[config.mk]
export PLATFORM = sky130hd
export DESIGN_NAME = cabac_binari_sao_seq
export DESIGN_NICKNAME = d
export VERILOG_FILES = /design/src/rtl/cabac_binari_sao_seq.sv
export SDC_FILE = /design/constraint.sdc
export NUM_CORES = 1
export LEC_CHECK = 0
export ABC_AREA = 0
export CAP_MARGIN = 10
export CORE_UTILIZATION = 55
export DETAILED_ROUTE_END_ITERATION = 7
export GPL_TIMING_DRIVEN = 0
export PLACE_DENSITY = 0.81
export SLEW_MARGIN = 30
export SYNTH_ARGS = -nofsm -noshare
export SYNTH_HDL_FRONTEND = slang
export SYNTH_SLANG_ARGS = --single-unit
export TNS_END_PERCENT = 100
[constraint.sdc]
create_clock -name clk -period 9.9 [get_ports clk]
set_clock_uncertainty 0.15 [all_clocks]
set_input_delay 1.98 -clock clk [delete_from_list [all_inputs] [get_ports clk]]
set_output_delay 1.98 -clock clk [all_outputs]
set_load 0.005 [all_outputs]
[src/rtl/cabac_binari_sao_seq.sv]
// cabac_binari_sao_seq: CTU SAO parameter set to HEVC SAO bin groups; `define SAO_OFFSET_CLIP_EN to clip offsets and flag errors
module cabac_binari_sao_seq #(
  parameter int BIT_DEPTH = 8,
  parameter int OFF_W = 6,
  parameter logic [7:0] CTX_MERGE = 8'd19,
  parameter logic [7:0] CTX_TYPE = 8'd20
) (
  input  logic                 clk,
  input  logic                 rst,
  input  logic                 sao_valid_i,
  output logic                 sao_ready_o,
  input  logic                 left_avail_i,
  input  logic                 up_avail_i,
  input  logic                 merge_left_i,
  input  logic                 merge_up_i,
  input  logic [3:0]           type_i,
  input  logic [12*OFF_W-1:0]  offset_i,
  input  logic [14:0]          band_i,
  input  logic [3:0]           eo_class_i,
  output logic                 bg_valid_o,
  input  logic                 bg_ready_i,
  output logic [14:0]          bg_o,
  output logic                 bg_last_o,
  output logic                 err_o
);
  localparam int BD = BIT_DEPTH > 10 ? 10 : BIT_DEPTH;
  localparam logic [4:0] CMAX = 5'((1 << (BD - 5)) - 1);

  typedef enum logic [3:0] {IDLE, MRG_L, MRG_U, TYPE, TYPB, OFFS, SIGN, BAND, EOCLS} state_t;

  state_t state_q, state_d, nxt, comp_nx;
  logic adv;
  logic [1:0] c_q, k_q;
  logic [4:0] rem_q;
  logic la_q, ua_q, ml_q, mu_q;
  logic [3:0] type_q, eo_q;
  logic [12*OFF_W-1:0] off_q;
  logic [14:0] band_q;
  logic [1:0] t, t_ch;
  logic on, on_ch, bo, term;
  logic [4:0] a [4];
  logic [4:0] a_cur, len, r, ones, rem_nx;
  logic [3:0] sgn_n, n, o;
  logic [7:0] sgn_b, ub;

  function automatic logic [OFF_W-1:0] abs_of(input logic [OFF_W-1:0] v);
    return v[OFF_W-1] ? -v : v;
  endfunction

`ifdef SAO_OFFSET_CLIP_EN
  function automatic logic over_of(input logic [OFF_W-1:0] v);
    logic [OFF_W-1:0] p;
    p = abs_of(v);
    return p[OFF_W-1] || 32'(p) > 32'(CMAX);
  endfunction

  function automatic logic [4:0] mag_of(input logic [OFF_W-1:0] v);
    return over_of(v) ? CMAX : 5'(abs_of(v));
  endfunction
`else
  function automatic logic [4:0] mag_of(input logic [OFF_W-1:0] v);
    logic [OFF_W-1:0] p;
    p = abs_of(v);
    return p[OFF_W-1] ? CMAX : 5'(p);
  endfunction
`endif

  always_comb begin
    t_ch = type_q[3:2];
    t = c_q == 2'd0 ? type_q[1:0] : t_ch;
    on = t == 2'd1 || t == 2'd2;
    on_ch = t_ch == 2'd1 || t_ch == 2'd2;
    bo = t == 2'd1;
    sgn_n = '0;
    sgn_b = '0;
    for (int i = 0; i < 4; i++) begin
      a[i] = mag_of(off_q[(4*c_q+i)*OFF_W +: OFF_W]);
      if (a[i] != 5'd0) begin
        sgn_n = sgn_n + 4'd1;
        sgn_b = {sgn_b[6:0], off_q[(4*c_q+i)*OFF_W+OFF_W-1]};
      end
    end
    a_cur = a[k_q];
    term = a_cur < CMAX;
    len = a_cur + {4'd0, term};
    r = rem_q == 5'd0 ? len : rem_q;
    n = r > 5'd8 ? 4'd8 : r[3:0];
    ones = r - {4'd0, term};
    o = ones > {1'b0, n} ? n : ones[3:0];
    ub = ~(8'hFF >> o) >> (4'd8 - n);
    rem_nx = r - {1'b0, n};
    comp_nx = c_q == 2'd0 ? TYPE : (c_q == 2'd1 && on_ch) ? OFFS : IDLE;
  end

  always_comb begin
    nxt = IDLE;
    adv = 1'b0;
    case (state_q)
      MRG_L: nxt = (la_q && ml_q) ? IDLE : ua_q ? MRG_U : TYPE;
      MRG_U: nxt = (ua_q && mu_q) ? IDLE : TYPE;
      TYPE: begin
        nxt = on ? TYPB : comp_nx;
        adv = !on;
      end
      TYPB: nxt = OFFS;
      OFFS: nxt = (rem_nx != 5'd0 || k_q != 2'd3) ? OFFS : bo ? (sgn_n != 4'd0 ? SIGN : BAND) : c_q != 2'd2 ? EOCLS : comp_nx;
      SIGN: nxt = BAND;
      BAND, EOCLS: begin
        nxt = comp_nx;
        adv = 1'b1;
      end
      default: nxt = IDLE;
    endcase
    state_d = state_q;
    if (state_q == IDLE) state_d = sao_valid_i ? (left_avail_i ? MRG_L : up_avail_i ? MRG_U : TYPE) : IDLE;
    else if (bg_ready_i) state_d = nxt;
  end

  always_comb begin
    bg_o = '0;
    case (state_q)
      MRG_L: bg_o = {2'b00, ml_q, 4'd1, CTX_MERGE};
      MRG_U: bg_o = {2'b00, mu_q, 4'd1, CTX_MERGE};
      TYPE:  bg_o = {2'b00, on, 4'd1, CTX_TYPE};
      TYPB:  bg_o = {3'b100, 4'd1, 7'd0, !bo};
      OFFS:  bg_o = {3'b100, n, ub};
      SIGN:  bg_o = {3'b100, sgn_n, sgn_b};
      BAND:  bg_o = {3'b100, 4'd5, 3'd0, band_q[5*c_q +: 5]};
      EOCLS: bg_o = {3'b100, 4'd2, 6'd0, (c_q == 2'd0 ? eo_q[1:0] : eo_q[3:2])};
      default: bg_o = '0;
    endcase
  end

  assign sao_ready_o = state_q == IDLE;
  assign bg_valid_o = state_q != IDLE;
  assign bg_last_o = bg_valid_o && nxt == IDLE;

  always_ff @(posedge clk or posedge rst)
    if (rst) state_q <= IDLE;
    else state_q <= state_d;

  always_ff @(posedge clk or posedge rst)
    if (rst) begin
      {la_q, ua_q, ml_q, mu_q} <= '0;
      type_q <= '0;
      eo_q <= '0;
      off_q <= '0;
      band_q <= '0;
      c_q <= '0;
      k_q <= '0;
      rem_q <= '0;
    end else if (state_q == IDLE && sao_valid_i) begin
      {la_q, ua_q, ml_q, mu_q} <= {left_avail_i, up_avail_i, merge_left_i, merge_up_i};
      type_q <= type_i;
      eo_q <= eo_class_i;
      off_q <= offset_i;
      band_q <= band_i;
      c_q <= '0;
      k_q <= '0;
      rem_q <= '0;
    end else if (state_q != IDLE && bg_ready_i) begin
      if (adv) c_q <= c_q + 2'd1;
      if (state_q == OFFS) begin
        rem_q <= rem_nx;
        if (rem_nx == 5'd0) k_q <= k_q + 2'd1;
      end
    end

`ifdef SAO_OFFSET_CLIP_EN
  logic err_q;
  always_ff @(posedge clk or posedge rst)
    if (rst) err_q <= 1'b0;
    else if ((state_q == OFFS && over_of(off_q[(4*c_q+k_q)*OFF_W +: OFF_W])) || (state_q == TYPE && t == 2'd3)) err_q <= 1'b1;
  assign err_o = err_q;
`else
  assign err_o = 1'b0;
`endif
endmodule
**Word level (Yosys, flattened, before mapping)**

Cells that the tools add are included.

- Add/subtract/negate cells: 24
- $mul: 5
- Order comparisons: 8
- Equal/unequal tests: 15
- Shift operators: 7
- Mux-type cells: 60
- Bitwise logic cells: 2
- Reductions and logical operators: 32

Operators with widths:

| kind | count |
|---|---|
| indexed part select 72 x 33 -> 6 bit | 4 |
| less-than comparator 32 x 8 -> 1 bit (second input constant) | 4 |
| case mux 15 bit (8 select lines) | 1 |
| two-way mux 5 bit | 10 |
| two-way mux 4 bit | 10 |
| subtractor 9 x 1 -> 10 bit (second input constant) | 3 |
| binary-select mux 1 bit (select 7 bit) | 4 |
| case mux 4 bit (7 select lines) | 1 |
| adder 8 x 3 -> 9 bit (second input constant) | 3 |
| two-way mux 2 bit | 13 |
| nonzero test 5 bit | 5 |
| two-way mux 6 bit | 4 |
| two-way mux 8 bit | 3 |
| negation 6 bit | 4 |
| multiplier 5 x 2 -> 7 bit (second input constant) | 3 |
| equality test 4 x 3 -> 1 bit (second input constant) | 4 |
| indexed part select 15 x 6 -> 5 bit | 1 |
| adder 4 x 1 -> 4 bit (second input constant) | 3 |
| adder 4 x 2 -> 5 bit (second input constant) | 2 |
| binary-select mux 5 bit (select 2 bit) | 1 |
| zero test 5 bit | 2 |
| nonzero test 2 bit | 5 |
| two-way mux 1 bit | 9 |
| two-way mux 3 bit | 3 |
| 34 further kinds | 51 |

- Register bits after elaboration: 112
- Input bits: 103
- Output and inout bits: 19

**Depth between registers and ports, before layout**

- Word-level depth: 21
- Depth in mapped cells: 36
- Gate-level depth less buffers: 33

**Least setup slack after synthesis**

No wires, ideal clock.

- Path type: reg2out
- Start: register c_q[1]
- End: output bg_o[4]
- Data arrival time: 6.430 ns
- Data required time: 7.770 ns
- Path slack: 1.340 ns
- Cell stages (with the launch flop): 32
- Path buffers: 4
- Cells stage by stage: dfrtp_1 buf_6 buf_6 buf_6 mux2i_1 o22ai_2 nor4b_1 and2_1 nor2_1 mux4_2 nor3_1 ha_1 ha_1 o211ai_1 xnor2_2 a2111oi_4 buf_4 nand2_1 ha_1 nor2b_1 o21ai_0 nand2b_1 a21oi_1 a41o_1 nand2_1 a311oi_1 nand3b_1 mux2i_1 mux2i_1 and2_1 nand2_1 a31o_1

- Cells in the longest elaborated chain, start to end: 20

RTL lines:

| element | RTL line | text |
|---|---|---|
| from (decl) | 33 | `logic [1:0] c_q, k_q;` |
| from (signal assigned) | 162 | `if (adv) c_q <= c_q + 2'd1;` |
| adder 4 x 2 -> 5 bit / adder 4 x 1 -> 5 bit (equally long branches) | 77 | `a[i] = mag_of(off_q[(4*c_q+i)*OFF_W +: OFF_W]);` |
| multiplier 5 x 2 -> 7 bit | 77 |  |
| indexed part select 72 x 33 -> 6 bit | 77 |  |
| negation 6 bit | 47 | `return v[OFF_W-1] ? -v : v;` |
| two-way mux 6 bit | 47 |  |
| two-way mux 5 bit | 64 | `return p[OFF_W-1] ? CMAX : 5'(p);` |
| binary-select mux 5 bit (select 2 bit) | 83 | `a_cur = a[k_q];` |
| two-way mux 5 bit (not written as such) (2 in series) | 83 |  |
| [3 not listed] | -- |  |
| > comparator 5 x 4 -> 1 bit | 87 | `n = r > 5'd8 ? 4'd8 : r[3:0];` |
| two-way mux 4 bit | 87 |  |
| > comparator 5 x 4 -> 1 bit | 89 | `o = ones > {1'b0, n} ? n : ones[3:0];` |
| two-way mux 4 bit | 89 |  |
| >> shifter 8 x 4 -> 8 bit | 90 | `ub = ~(8'hFF >> o) >> (4'd8 - n);` |
| NOT 8 bit | 90 |  |
| >> shifter 8 x 4 -> 8 bit | 90 |  |
| case mux 15 bit (8 select lines) * | 121 | `case (state_q)` |
| to (decl) | 22 | `output logic [14:0] bg_o,` |

Every way passes the cells marked *; elsewhere a longest branch is shown, timed or not. The select of a mux whose other input is x is not followed.

**Worst setup path in the final report**

Same ends and word-level chain as after synthesis.

==> summary.txt <==
Vias in the first global route - 7,192
Slew HR - 41.8%
Area of the multi-input gates - 4870 µm²
# placed instances - 1,280
First-pass DRT Iterations - 5
Fillers - 1,124
RD Place Congestion - 0.935
Hold Slack - 0.326 ns
WL per Instance - 17.9 µm
Area post-placement - 9350 µm²
DRC - 0
Largest net degree at the start of global routing - 83
Design Area, Final - 9900 µm²
Row cnt - 43
FF/Latch Area - 2800 µm²
Buffers on Ports - 118
Initial Util - 56.7%
Cell with the largest stage delay on the worst path - clkdlybuf4s50_1
Most frequent CP cell - buf_6
Final std cells w/o fill - 1,308
Clock Tree Buf Depth - 2
Post-synth EDFFs - 0
Max Transition Viols Final - 0
Status - complete, no violations
Inserted Diodes - 0
Critical Path RT - 7.77 ns
Synth area leaders - dfrtp_1 (35%), nand2_1 (17%), mux2i_1 (5.6%)
Max Cap Viol - 0
CP Data Arrival Time - 7.54 ns
Crit end category - output port
Most common cell in the synthesized netlist - nand2_1
Yosys warning count - 0
Hold WC Path Type - reg2reg
CP startpoint kind - register
Via count - 7,801
TritonCTS clock tree - yes
Yosys reg bits - 112
CTS sink count - 112
Initial antenna violation count - 0
All-layer global routing usage - 32.2%
Final ANT Viol Nets - 0
Synth Area per Inst - 8.07 µm²
Most frequent cells after synthesis - nand2_1 (349), dfrtp_1 (112), mux2i_1 (44)
Htree depth - 3
Period utilization - 97.7%
Seq/Total Area, Yosys - 35.4%
Async S/R FF share, synth - 100%
CTS Root Cell - clkbuf_16
I/O Pins - 122
First-pass GRT wire length - 36,800 µm
Chip Width - 122 µm
NumNets Final - 1,251
Core area - 13,900 µm²
Crit path time final - 9.67 ns
CP Max Fanout - 10
Cell area after synthesis - 7910 µm²
Fin. Hold Viols - 0
Iter 0 DRT Violations - 724
Worst skew pair latency - 0.36 ns
Final Setup Violations - 0
RSZ-0062 raised after global routing - yes
Synth top area share - 35.4%
Post-synth top area cell - dfrtp_1
Achievable Freq - 0.103 GHz
Worst Tran Pin Value - 0.866 ns
Gate count of the mapped netlist - 980
Distinct cells, synth - 78
DRT Wirelength - 23,400 µm
Die area - 14,900 µm²
Area added between synthesis and finish - 25.2%
Share of layout cells above drive strength 1 - 9.75%
Die Height - 122 µm
Most used DFF post-synth - dfrtp_1
Kind of critical path - reg2out
Clock Pin Slew Worst Setup and Hold Paths - 0.08 ns
Detail Placement HPWL - 17,100 µm
Total gr overflow - 0
Vias per std cell - 5.96
Total CTS buffers - 9
Crit-path max cell delay - 0.44 ns
## layout make-up
class                           instances  area share, %
Buffer                                 58           2.94
Tap cell                              180           2.27
Inverter                               24          0.986
Clock inverter                          6          0.847
Clock buffer                           10           2.31
Timing Repair Buffer                  131           13.1
Sequential cell                       112           28.3
Multi-Input combinational cell        787           49.2
## cells by family after synthesis
kind of cell | synth area share [%]
DFF | 35.4
buffers and inverters | 4.75
AOI/OAI and AO/OA | 16.0
adders and majority gates | 3.96
and+or+nand+nor | 27.3
muxes | 9.99
other | 0.0950
xor gates and xnor gates | 2.52
## critical path: cells and delay by family (launching register included)
kind	cells	cell delay, ns
adders and majority gates	3	0.82
AOI/OAI and AO/OA	13	2.57
DFF	1	0.41
muxes	5	1.08
buffers and inverters	7	1.25
and+or+nand+nor	9	1.00
## worst paths after layout
| path | cells past startpoint | slack (ns) | endpoint | from |
|---|---|---|---|---|
| worst min register to register | 2 | 0.33 | off_q[51] | off_q[51] |
| worst min-delay path | 2 | 0.33 | off_q[51] | off_q[51] |
| worst max-delay path | 37 | 0.23 | bg_o[4] | c_q[1] |
| worst max register to register | 28 | 4.02 | state_q[3] | c_q[1] |
| min in group asynchronous | 2 | 1.81 | band_q[11] | rst |
| max in group asynchronous | 3 | 7.11 | off_q[20] | rst |
## cells in the final DEF (no fill, tap or decap), drive strengths merged, types with 4 or more instances in the layout
cell type,Yosys,routed
nand2,350,350
clkdlybuf4s50,0,117
dfrtp,112,112
clkbuf,41,51
mux2i,44,44
nor2,43,43
a21oi,40,40
o21ai,34,34
buf,17,30
inv,24,27
ha,25,25
nor3,18,18
xnor2,17,17
a31oi,15,15
o22ai,14,14
nand3,13,13
mux2,12,12
nand2b,10,10
mux4,9,9
or3,9,9
and3,9,9
nor4,8,8
o22a,8,8
and2,8,8
a21o,7,7
o31ai,7,7
a22oi,7,7
nor2b,5,5
o211ai,5,5
a311oi,5,5
nor4b,5,5
and3b,4,4
a211o,4,4
xor2,4,4
## metal layers
layer | track usage (%) | vias to the layer above | share of wire [%]
met5 | 0 | - | 0
met4 | 11.8 | 0 | 3.0
met3 | 3.75 | 46 | 6.8
met2 | 52.7 | 364 | 47
met1 | 43.9 | 3708 | 43
li1 | - | 3683 | -
## what timing repair did
action                     in CTS  in global routing
pin swaps                       2                  9
buffers inserted                5                  7
setup endpoints to repair       8                  8
hold buffers                    0                  0
resized for setup              10                 22
## sequential cells by signal, indices dropped and copies added (netlist names)
register,flops
ml_q,1
mu_q,1
off_q,72
eo_q,4
c_q,2
rem_q,5
state_q,4
type_q,4
la_q,1
k_q,2
ua_q,1
band_q,15
## stage by stage
stage	util (%)	worst slack, ns	setup TNS, ns
floorplan	-	1.34	0
CTS	69.9	0.0198	0
global route	71.1	-0.148	-0.201
global placement	66.9	-0.277	-0.612
finish	71.1	0.228	0
detailed placement	67.1	-0.339	-0.816
Power is not shown: default switching activity piles up to over one toggle a cycle in this logic, so the estimate is an artifact.
